**src/rtl/seat_arb.sv**
```systemverilog
// ---------------------------------------------------------------------------
// seat_arb
//   Single-port sequencer for the seat table (timestamp + 2-bit state per
//   seat). It is the only master of the table port. It arbitrates kiosk
//   requesters round-robin, rejects an occupy request on an already occupied
//   seat, and runs a periodic timeout sweep. The sweep frees reserved seats
//   whose elapsed time exceeds limit_time.
//
//   Optional feature macro: SEAT_ARB_STATS_EN
//     Adds saturating counters stat_reject / stat_expire.
//
// Ports
//   clk_arb, rst_arb       clock (rising edge), async active-low reset
//   req/req_seat/req_state per-requester level request, seat index, new state
//   ack, rsp_reject        1-cycle completion pulse and its reject flag
//   now_time, limit_time   current time and away timeout (minutes, wrapping)
//   sweep_tick, sweep_busy sweep request pulse and sweep-in-progress flag
//   mem_*                  table port; read data is valid 1 cycle after mem_addr
//   stat_reject/expire     (SEAT_ARB_STATS_EN only) event counters
// ---------------------------------------------------------------------------
module seat_arb #(
    parameter int N_REQ  = 4,
    parameter int SEAT_W = 5,
    parameter int TIME_W = 11
) (
    input  logic                    clk_arb,
    input  logic                    rst_arb,
    input  logic [N_REQ-1:0]        req,
    input  logic [N_REQ*SEAT_W-1:0] req_seat,
    input  logic [N_REQ*2-1:0]      req_state,
    output logic [N_REQ-1:0]        ack,
    output logic                    rsp_reject,
    input  logic [TIME_W-1:0]       now_time,
    input  logic [TIME_W-1:0]       limit_time,
    input  logic                    sweep_tick,
    output logic                    sweep_busy,
    output logic [SEAT_W-1:0]       mem_addr,
    output logic                    mem_we,
    output logic [TIME_W-1:0]       mem_wtime,
    output logic [1:0]              mem_wstate,
    input  logic [TIME_W-1:0]       mem_rtime,
    input  logic [1:0]              mem_rstate
`ifdef SEAT_ARB_STATS_EN
    ,
    output logic [15:0]             stat_reject,
    output logic [15:0]             stat_expire
`endif
);

    localparam int PTR_W = (N_REQ > 1) ? $clog2(N_REQ) : 1;

    typedef enum logic [2:0] {
        IDLE,
        R_CHK,
        R_ACK,
        S_RD,
        S_CHK
    } state_t;

    state_t              state, state_d;
    logic [PTR_W-1:0]    rr_ptr;
    logic [PTR_W-1:0]    gnt_q;
    logic [SEAT_W-1:0]   seat_q;
    logic [1:0]          wstate_q;
    logic                reject_q;
    logic [SEAT_W-1:0]   idx;
    logic                sweep_pend;

    logic [SEAT_W-1:0]   seat_arr  [N_REQ];
    logic [1:0]          state_arr [N_REQ];
    logic                gnt_any;
    logic [PTR_W-1:0]    gnt_idx;
    logic [PTR_W-1:0]    cand;
    logic                grant_take;
    logic                start_sweep;
    logic                reject_d;
    logic                expire;
    logic                sweeping;
    logic [TIME_W-1:0]   elapsed;

    // Unpack the flat request buses so they can be indexed by grant number.
    always_comb begin
        for (int unsigned i = 0; i < N_REQ; i++) begin
            seat_arr[i]  = req_seat[i*SEAT_W +: SEAT_W];
            state_arr[i] = req_state[i*2 +: 2];
        end
    end

    // First requester at or after rr_ptr, wrapping.
    always_comb begin
        gnt_any = 1'b0;
        gnt_idx = '0;
        cand    = '0;
        for (int unsigned k = 0; k < N_REQ; k++) begin
            cand = PTR_W'((int'(rr_ptr) + int'(k)) % N_REQ);
            if (!gnt_any && req[cand]) begin
                gnt_any = 1'b1;
                gnt_idx = cand;
            end
        end
    end

    // Modular subtract handles timestamp wrap.
    always_comb begin
        elapsed = now_time - mem_rtime;
    end

    assign sweeping = (state == S_RD) || (state == S_CHK);
    assign expire   = (state == S_CHK) && (mem_rstate == 2'd1) && (elapsed > limit_time);
    assign reject_d = (mem_rstate == 2'd3) && (wstate_q == 2'd3);

    // mem_addr is driven combinationally in IDLE so the table read lands in
    // R_CHK; in every other state it comes from the latched seat/index.
    always_comb begin
        state_d     = state;
        mem_addr    = seat_q;
        mem_we      = 1'b0;
        mem_wtime   = now_time;
        mem_wstate  = wstate_q;
        ack         = '0;
        rsp_reject  = 1'b0;
        sweep_busy  = 1'b0;
        grant_take  = 1'b0;
        start_sweep = 1'b0;
        case (state)
            IDLE: begin
                if (sweep_pend) begin
                    start_sweep = 1'b1;
                    state_d     = S_RD;
                end else if (gnt_any) begin
                    grant_take = 1'b1;
                    mem_addr   = seat_arr[gnt_idx];
                    state_d    = R_CHK;
                end
            end
            R_CHK: begin
                if (!reject_d) begin
                    mem_we     = 1'b1;
                    mem_wtime  = now_time;
                    mem_wstate = wstate_q;
                end
                state_d = R_ACK;
            end
            R_ACK: begin
                ack[gnt_q] = 1'b1;
                rsp_reject = reject_q;
                state_d    = IDLE;
            end
            S_RD: begin
                sweep_busy = 1'b1;
                mem_addr   = idx;
                state_d    = S_CHK;
            end
            S_CHK: begin
                sweep_busy = 1'b1;
                mem_addr   = idx;
                if (expire) begin
                    // Expired seat goes free; its stored time is kept.
                    mem_we     = 1'b1;
                    mem_wtime  = mem_rtime;
                    mem_wstate = 2'd0;
                end
                state_d = (idx == '1) ? IDLE : S_RD;
            end
            default: state_d = IDLE;
        endcase
    end

    always_ff @(posedge clk_arb or negedge rst_arb) begin
        if (!rst_arb) begin
            state      <= IDLE;
            rr_ptr     <= '0;
            gnt_q      <= '0;
            seat_q     <= '0;
            wstate_q   <= '0;
            reject_q   <= 1'b0;
            idx        <= '0;
            sweep_pend <= 1'b0;
        end else begin
            state <= state_d;
            if (grant_take) begin
                gnt_q    <= gnt_idx;
                seat_q   <= seat_arr[gnt_idx];
                wstate_q <= state_arr[gnt_idx];
            end
            if (state == R_CHK) begin
                reject_q <= reject_d;
            end
            if (state == R_ACK) begin
                rr_ptr <= (gnt_q == PTR_W'(N_REQ - 1)) ? '0 : gnt_q + 1'b1;
            end
            if (start_sweep) begin
                idx <= '0;
            end else if (state == S_CHK) begin
                idx <= idx + 1'b1;
            end
            // Ticks while sweeping are dropped; starting the sweep clears it.
            if (start_sweep) begin
                sweep_pend <= 1'b0;
            end else if (sweep_tick && !sweeping) begin
                sweep_pend <= 1'b1;
            end
        end
    end

`ifdef SEAT_ARB_STATS_EN
    always_ff @(posedge clk_arb or negedge rst_arb) begin
        if (!rst_arb) begin
            stat_reject <= '0;
            stat_expire <= '0;
        end else begin
            if ((state == R_CHK) && reject_d && (stat_reject != 16'hFFFF)) begin
                stat_reject <= stat_reject + 16'd1;
            end
            if (expire && (stat_expire != 16'hFFFF)) begin
                stat_expire <= stat_expire + 16'd1;
            end
        end
    end
`endif

endmodule
```
**config.mk**
```make
export PLATFORM = sky130hd
export DESIGN_NAME = seat_arb
export DESIGN_NICKNAME = d
export VERILOG_FILES = /design/src/rtl/seat_arb.sv
export SDC_FILE = /design/constraint.sdc
export NUM_CORES = 1
export LEC_CHECK = 0
export BUFFER_PORTS_ARGS = -buffer_cell sky130_fd_sc_hd__buf_2
export CAP_MARGIN = 15
export CORE_UTILIZATION = 53
export DETAILED_ROUTE_END_ITERATION = 6
export GPL_TIMING_DRIVEN = 0
export PLACE_DENSITY = 0.95
export SYNTH_ARGS = -nofsm -noshare
export SYNTH_HDL_FRONTEND = slang
export SYNTH_SLANG_ARGS = --single-unit
```
**constraint.sdc**
```tcl
create_clock -name clk_arb -period 11.2 [get_ports clk_arb]
set_input_delay 2.24 -clock clk_arb [delete_from_list [all_inputs] [get_ports clk_arb]]
set_output_delay 2.24 -clock clk_arb [all_outputs]
set_load 0.02 [all_outputs]
```
==> results of run 1 <==
logic make-up after synthesis:
kind of cell / share of synthesized area
simple gates: 0.164
compound gates: 0.225
buf+inv: 0.0687
mux: 0.135
fa+ha+maj: 0.150
flops: 0.220
xor+xnor: 0.0367
sequential cells by signal (all words and copies together), names as in the netlist:
signal / cells
seat_q: 5
sweep_pend: 1
state: 3
wstate_q: 2
rr_ptr: 2
reject_q: 1
gnt_q: 2
idx: 5
routing by layer:
layer | share of wire | vias up
met1 | 0.39 | 1107
met4 | 0.027 | 0
met2 | 0.51 | 110
met5 | 0 | -
met3 | 0.067 | 18
li1 | - | 1197
per-stage QoR:
step	util	setup slack (ps)	hold slack (ps)	cell area [µm²]
floorplan	-	3830	462	2380
global placement	0.671	3280	489	2920
detailed placement	0.671	3090	490	2920
CTS	0.681	3090	506	2970
global route	0.681	2780	539	2970
finish	0.681	3060	505	2970
layout make-up:
cell class                 count  share of cell area
buffer                         8              0.0148
clock buffer                   4              0.0152
inverter                      32              0.0405
multi-input combinational    213               0.572
sequential                    21               0.177
tap                           52              0.0219
timing repair buffer          94               0.159
power breakdown:
part	total [mW]	switching, mW	internal (mW)
logic	0.343	0.204	0.139
clock network	0.0513	0.0259	0.0255
registers	0.137	0.0315	0.105
worst max-delay path: stages:
cell      delay, ps
buf_2           110
inv_1            50
ha_1            160
inv_1            60
fa_1            400
a21oi_1         300
o211ai_1        210
a31o_2          290
a21oi_1         190
xnor2_1         140
ha_1            290
a21oi_1         290
nand3_1         130
o21ai_2         350
buf_6           220
mux2_4          300
buf_2           160
worst max-delay path by stage:
| stage | startpoint | to | slack, ps | cells after the start |
|---|---|---|---|---|
| finish | now_time[0] | mem_wtime[6] | 3060 | 17 |
| global route | now_time[0] | mem_wtime[6] | 2780 | 17 |
| CTS | now_time[0] | mem_wtime[6] | 3090 | 17 |
| detailed placement | now_time[0] | mem_wtime[6] | 3090 | 17 |
| global placement | now_time[0] | mem_wtime[5] | 3280 | 17 |
| floorplan | now_time[0] | mem_wtime[3] | 3830 | 15 |
cell usage after synthesis, drive strengths merged (2+ instances only):
| master | instances |
|---|---|
| inv | 32 |
| ha | 27 |
| dfrtp | 21 |
| nand2 | 21 |
| nor2 | 17 |
| mux2i | 15 |
| mux2 | 13 |
| o221ai | 13 |
| a21oi | 12 |
| o21ai | 12 |
| a221oi | 8 |
| xnor2 | 8 |
| and2 | 7 |
| nor2b | 7 |
| a22oi | 5 |
| nand3 | 5 |
| buf | 4 |
| clkbuf | 4 |
| nor3 | 4 |
| o211ai | 4 |
| nor4 | 3 |
| or2 | 3 |
| a21o | 2 |
| a22o | 2 |
| a32o | 2 |
| nand2b | 2 |
| nand4 | 2 |
| nor3b | 2 |
| o21a | 2 |
| o31ai | 2 |
| xor2 | 2 |
==> results.md, run 1 <==
* GPL Wtd Cong at 0.883
* Largest fanout on the critical path at 10
* Cell taking the most area after synthesis: dfrtp_1
* Clk slew on worst S/H paths at 80 ps
* Fillers at 335
* Reg2reg end: seat_q[3]
* Area delta synth->final at 24.3%
* Overall Power at 0.531 mW
* Run status: completed
* CTS tree: yes
* Die Span X at 69.1 µm
* Worst Setup Start Kind: primary input
* CTS HTree Levels at 1
* CP Capture Type: output pin
* Routed WL at 6010 µm
* Num rows at 24
* Hold path startpoint: reject_q
* Synth Net Count at 372
* Core Region at 0.00435 mm²
* M1 GR Usage at 0.291
* Layout Skew at 1.74 ps
* Fraction of layout cells with a size suffix above 1 at 0.333
* Via count at 2,432
* Slew margin rel. at 0.479
* Clk sink count at 21
* Nets@finish at 471
* Max Transition Viols Final at 0
* Length of the first detailed-routing pass in iterations at 4
* Finished Layout Cells at 424
* Post_cts resized at 0
* Clock tree root driver cell: clkbuf_8
* Commonest cells after routing, fill and taps aside: buf_2, inv_1, ha_1
* Wire length per cell at 14.2 µm
* Port Buffers at 94
* Die ar. at 0.00477 mm²
* Vias/cell at 5.74
* Hold path cells at 1
* Worst vdd ir at 0.144 mV
* Io pins at 95
* Gate Count Post-Synth at 274
* Post-synth EDFFs at 0
* Total negative slack at 0 ps
* Fmax at 123 MHz
* PwrDens at 179 mW/mm²
* Final Cycle Share at 0.727
* Class of the worst hold path: reg2reg
* Synth Flop Type: dfrtp_1
* Seq/Total Area, Yosys at 0.220
* Number of global-route vias before repair at 2,388
* Met2 Use GR at 0.464
* Ys async rst share at 1.00
* Worst-margin pin slew at 780 ps
* Multi-input gate area at 0.00170 mm²
* Final worst path period need at 8140 ps
* Hold Fails Final Rpt at 0
* Setup CP Type: in2out
* Final setup violation count at 0
* Met3 Use GR at 0.0336
* CTS buffer count at 3
* Worst EP required at 8960 ps
* Die Height at 69.1 µm
* Synthesized area at 0.00238 mm²
* DRT iter0 DRCs at 98
* Initial antenna violation count at 0
* Netlist cell types at 49
* Post-CTS Hold Fix Bufs at 0
* FF-to-FF setup slack at 9320 ps
* Unrepaired setup endpoints after global routing: false
* Worst EP arrival at 5900 ps
* Busiest grt layer: met2
* Final ANT Viol Nets at 0
* Syn Area/Cell at 8.70 µm²
* Placed insts at 420
* Setup Buffers After CTS at 0
* Dpl hpwl at 4860 µm
* First-pass GRT wire length at 10,100 µm
* Max cap viols at 0
* Cells on worst reg2reg path at 6
* Hold EP: reject_q
* Top cells by area, synth: dfrtp_1, ha_1, mux2i_1
* Clock Path Buffers at 2
* Most common cell after layout, fill and taps aside: buf_2
* Antenna fix cells at 0
* Clk Latency, worst-skew pair at 270 ps
* Area taken by flip-flops and latches at 526 µm²
* R2R Path Start: rr_ptr[0]
* Initial Util at 0.548
* Largest net degree at the start of global routing at 22
* YS warnings at 0
* Global-route usage over all layers at 0.255
* Yosys reg bits at 21
* Pleak at 1.60 nW
* Grt total ovfl at 0
* Synth top area share at 0.220
* Post-route DRC at 0
(Power assumes the default switching activity.)
==> run 2: changes to the inputs <==
- CORE_UTILIZATION: 53 -> 45
- PLACE_DENSITY: 0.95 -> 0.87
- clock period: 11.2 -> 6.7 ns (I/O delays scaled with it)
==> results.md, run 2 (same netlist as run 1, synthesis figures left out) <==
* Post_cts resized at 0
* Final Cycle Share at 0.928
* Dpl hpwl at 4950 µm
* Grt total ovfl at 0
* Clk slew on worst S/H paths at 70 ps
* Largest fanout on the critical path at 10
* Length of the first detailed-routing pass in iterations at 4
* Wire length per cell at 13.5 µm
* First-pass GRT wire length at 9470 µm
* Slew margin rel. at 0.505
* Routed WL at 5970 µm
* Most common cell after layout, fill and taps aside: buf_2
* Max cap viols at 0
* Vias/cell at 5.43
* Worst EP arrival at 4870 ps
* Core Region at 0.00511 mm²
* Run status: completed
* Nets@finish at 471
* Final setup violation count at 0
* CP Capture Type: output pin
* Port Buffers at 94
* Layout Skew at 2.97 ps
* Area taken by flip-flops and latches at 526 µm²
* Worst EP required at 5360 ps
* Number of global-route vias before repair at 2,231
* Final worst path period need at 6210 ps
* Die ar. at 0.00559 mm²
* Final ANT Viol Nets at 0
* Commonest cells after routing, fill and taps aside: buf_2, inv_1, ha_1
* CTS HTree Levels at 1
* Crit-path slowest cell: fa_1
* GPL Wtd Cong at 0.875
* Setup CP Type: in2out
* Num rows at 26
* Worst vdd ir at 0.208 mV
* Pleak at 1.60 nW
* Overall Power at 0.879 mW
* Largest net degree at the start of global routing at 22
* Via count at 2,402
* CTS tree: yes
* Worst-margin pin slew at 742 ps
* Fmax at 161 MHz
* Setup Buffers After CTS at 0
* Family with the most delay on the worst path: compound AO/OA/AOI/OAI gates
* Global-route usage over all layers at 0.214
* Initial antenna violation count at 0
* Fraction of layout cells with a size suffix above 1 at 0.333
* Clock Path Buffers at 2
* Hold slack at 505 ps
* Post-route DRC at 0
* Total negative slack at 0 ps
* Multi-input gate area at 0.00170 mm²
* Clk Latency, worst-skew pair at 260 ps
* CTS buffer count at 3
* Post-CTS Hold Fix Bufs at 0
* Worst Setup Start Kind: primary input
* Hold Fails Final Rpt at 0
* Initial Util at 0.467
* Io pins at 95
* Die Height at 74.8 µm
* Class of the worst hold path: reg2reg
* Clock tree root driver cell: clkbuf_8
* Clk sink count at 21
* CP peak stage delay at 400 ps
* CP bufs+invs at 5
* Max Transition Viols Final at 0
* Unrepaired setup endpoints after global routing: false
* Die Span X at 74.8 µm
* Fillers at 444
* Area delta synth->final at 25.3%
* DRT iter0 DRCs at 89
* Antenna fix cells at 0
* Largest registers: idx: 5 flops, seat_q: 5 flops, state: 3 flops
* Crit-path cells: buf_2 -> inv_1 -> ha_1 -> inv_1 -> fa_1 -> a21oi_1 -> o211ai_1 -> a31o_2 -> a21oi_1 -> xnor2_1 -> ha_1 -> a21oi_1 -> nand3_1 -> o21ai_2 -> buf_6 -> mux2_4 -> buf_2
* Most frequent CP cell: a21oi_1
* PwrDens at 294 mW/mm²
## run 2: worst paths after layout
check                             from      endpoint  slack (ps)  cells after the start
setup / recovery           now_time[0]  mem_wtime[9]         490                     17
hold / removal                reject_q      reject_q         500                      1
setup reg to reg             rr_ptr[0]     seat_q[4]        4820                      6
hold reg to reg               reject_q      reject_q         500                      1
max in group asynchronous      rst_arb        idx[4]        5330                      1
min in group asynchronous      rst_arb      state[2]        1030                      1
## run 2: cell type report
type | count | share of cell area
Buffer | 8 | 0.0147
Clock buffer | 4 | 0.0151
Inverter | 32 | 0.0402
Multi-Input combinational cell | 213 | 0.567
Sequential cell | 21 | 0.176
Tap cell | 70 | 0.0293
Timing Repair Buffer | 94 | 0.157
## run 2: per-stage QoR
stage          worst slack, ps  std cells   util  area, µm²
2_1_floorplan             1130        274      -       2380
3_3_place_gp               568        438  0.576       2940
3_5_place_dp               484        438  0.576       2940
4_1_cts                    479        442  0.585       2990
5_1_grt                    233        442  0.585       2990
6_report                   485        442  0.585       2990
## run 2: per-layer routing
| layer | part of all wire | GRT usage | wire (µm) |
|---|---|---|---|
| met3 | 0.063 | 0.0308 | 376 |
| met4 | 0.0050 | 0.0356 | 30 |
| met5 | 0 | 0 | 0 |
| met1 | 0.43 | 0.258 | 2590 |
| met2 | 0.50 | 0.407 | 2970 |
## run 2: power breakdown
part | internal (mW) | switching [mW] | total (mW)
Sequential | 0.176 | 0.0516 | 0.228
Combinational | 0.232 | 0.337 | 0.568
Clock | 0.0423 | 0.0409 | 0.0833
==> run 3: changes to the inputs <==
- CORE_UTILIZATION: 45 -> 30
- CTS_CLUSTER_SIZE: unset -> 10
- PLACE_DENSITY: 0.87 -> 0.65
==> results.md, run 3 (same netlist as run 1, synthesis figures left out) <==
* Setup ws final at 487 ps
* Initial Util at 0.309
* Run status: completed
* Dpl hpwl at 5130 µm
* Clk sink count at 21
* Nets@finish at 471
* Crit-path slowest cell: fa_1
* Final Cycle Share at 0.927
* Fillers at 803
* Global-route usage over all layers at 0.152
* Wire length per cell at 12.9 µm
* Area taken by flip-flops and latches at 526 µm²
* Final worst path period need at 6210 ps
* Post-route DRC at 0
* Post-CTS Hold Fix Bufs at 0
* Total negative slack at 0 ps
* Placed insts at 470
* Fmax at 161 MHz
* CP peak stage delay at 390 ps
* Core Region at 0.00773 mm²
* PwrDens at 290 mW/mm²
* Setup Buffers After CTS at 0
* Length of the first detailed-routing pass in iterations at 6
* Worst vdd ir at 0.175 mV
* Clk slew on worst S/H paths at 80 ps
* Layout Skew at 8.20 ps
* Max Transition Viols Final at 0
* Io pins at 95
* Slew margin rel. at 0.497
* Most frequent CP cell: a21oi_1
* Final ANT Viol Nets at 0
* Initial antenna violation count at 0
* Pleak at 1.60 nW
* Clock tree root driver cell: clkbuf_8
* Fraction of layout cells with a size suffix above 1 at 0.333
* Worst Setup Start Kind: primary input
* Routed WL at 6130 µm
* Clk Latency, worst-skew pair at 260 ps
* Worst-margin pin slew at 754 ps
* Final instance area at 0.00303 mm²
* Final setup violation count at 0
* Worst EP required at 5360 ps
* Commonest cells after routing, fill and taps aside: buf_2, inv_1, ha_1
* Vias/cell at 4.99
* Finished Layout Cells at 474
* Die ar. at 0.00831 mm²
* CP Capture Type: output pin
* Class of the worst hold path: reg2reg
* Crit-path cells: buf_2 -> inv_1 -> ha_1 -> inv_1 -> fa_1 -> a21oi_1 -> o211ai_1 -> a31o_2 -> a21oi_1 -> xnor2_1 -> ha_1 -> a21oi_1 -> nand3_1 -> o21ai_2 -> buf_6 -> mux2_4 -> buf_2
* Largest registers: idx: 5 flops, seat_q: 5 flops, state: 3 flops
* Port Buffers at 94
* Die Span X at 91.2 µm
* GPL Wtd Cong at 0.873
* Hold Fails Final Rpt at 0
* Via count at 2,367
* Grt total ovfl at 0
* Most common cell after layout, fill and taps aside: buf_2
* Largest fanout on the critical path at 10
* Setup CP Type: in2out
* First-pass GRT wire length at 10,500 µm
* Largest net degree at the start of global routing at 22
* Area delta synth->final at 27.0%
* Clock Path Buffers at 2
* Unrepaired setup endpoints after global routing: false
* Dpl ws at 479 ps
* Die Height at 91.2 µm
* CTS HTree Levels at 1
* Antenna fix cells at 0
* CTS buffer count at 3
* DRT iter0 DRCs at 56
* Worst EP arrival at 4870 ps
* Num rows at 32
* CTS tree: yes
* Multi-input gate area at 0.00170 mm²
* Placed cell areas at 0.00298 mm²
* Post_cts resized at 0
* Max cap viols at 0
* Number of global-route vias before repair at 2,372
==> run 3: cell counts in the layout (fill, tap and decap cells not counted) <==
Identical to the previous run, type by type.
==> run 3: area by class of cell <==
type	count	share of cell area
Sequential cell	21	0.174
Timing Repair Buffer	94	0.155
Inverter	32	0.0397
Tap cell	102	0.0421
Buffer	8	0.0145
Clock buffer	4	0.0149
Multi-Input combinational cell	213	0.560
==> run 3: worst paths after layout <==
check	startpoint	end	slack (ps)	depth (start not counted)
max reg2reg	rr_ptr[0]	seat_q[0]	4770	6
min in group asynchronous	rst_arb	sweep_pend	1030	1
max	now_time[0]	mem_wtime[8]	490	17
min reg2reg	reject_q	reject_q	500	1
min	reject_q	reject_q	500	1
max in group asynchronous	rst_arb	wstate_q[1]	5320	1
==> run 3: where the power goes <==
part	switching [mW]	total (mW)	internal, mW
sequential	0.0503	0.226	0.176
clock	0.0419	0.0843	0.0424
combinational	0.334	0.566	0.232
==> run 3: per-stage QoR <==
step	hold slack [ps]	total power, mW	utilization
finish	501	0.877	0.392
global route	509	0.963	0.392
CTS	505	0.886	0.392
detailed placement	487	0.797	0.386
global placement	487	0.786	0.386
floorplan	462	0.631	-
==> run 3: metal layers <==
layer  wire length, µm  vias to the layer above  GRT usage
met1              2770                     1074      0.193
met3               343                        5     0.0168
met5                 0                        -          0
met2              2980                       84      0.280
li1                  -                     1204          -
met4                38                        0     0.0238
==> run 3: worst max-delay path: cells and delay by family <==
kind                     cells  cell delay (ps)
buffers and inverters        5              590
multiplexers                 1              310
adder cells (fa/ha/maj)      3              830
XOR/XNOR                     1              140
AND/OR/NAND/NOR              1              140
AO/OA/AOI/OAI                6             1520
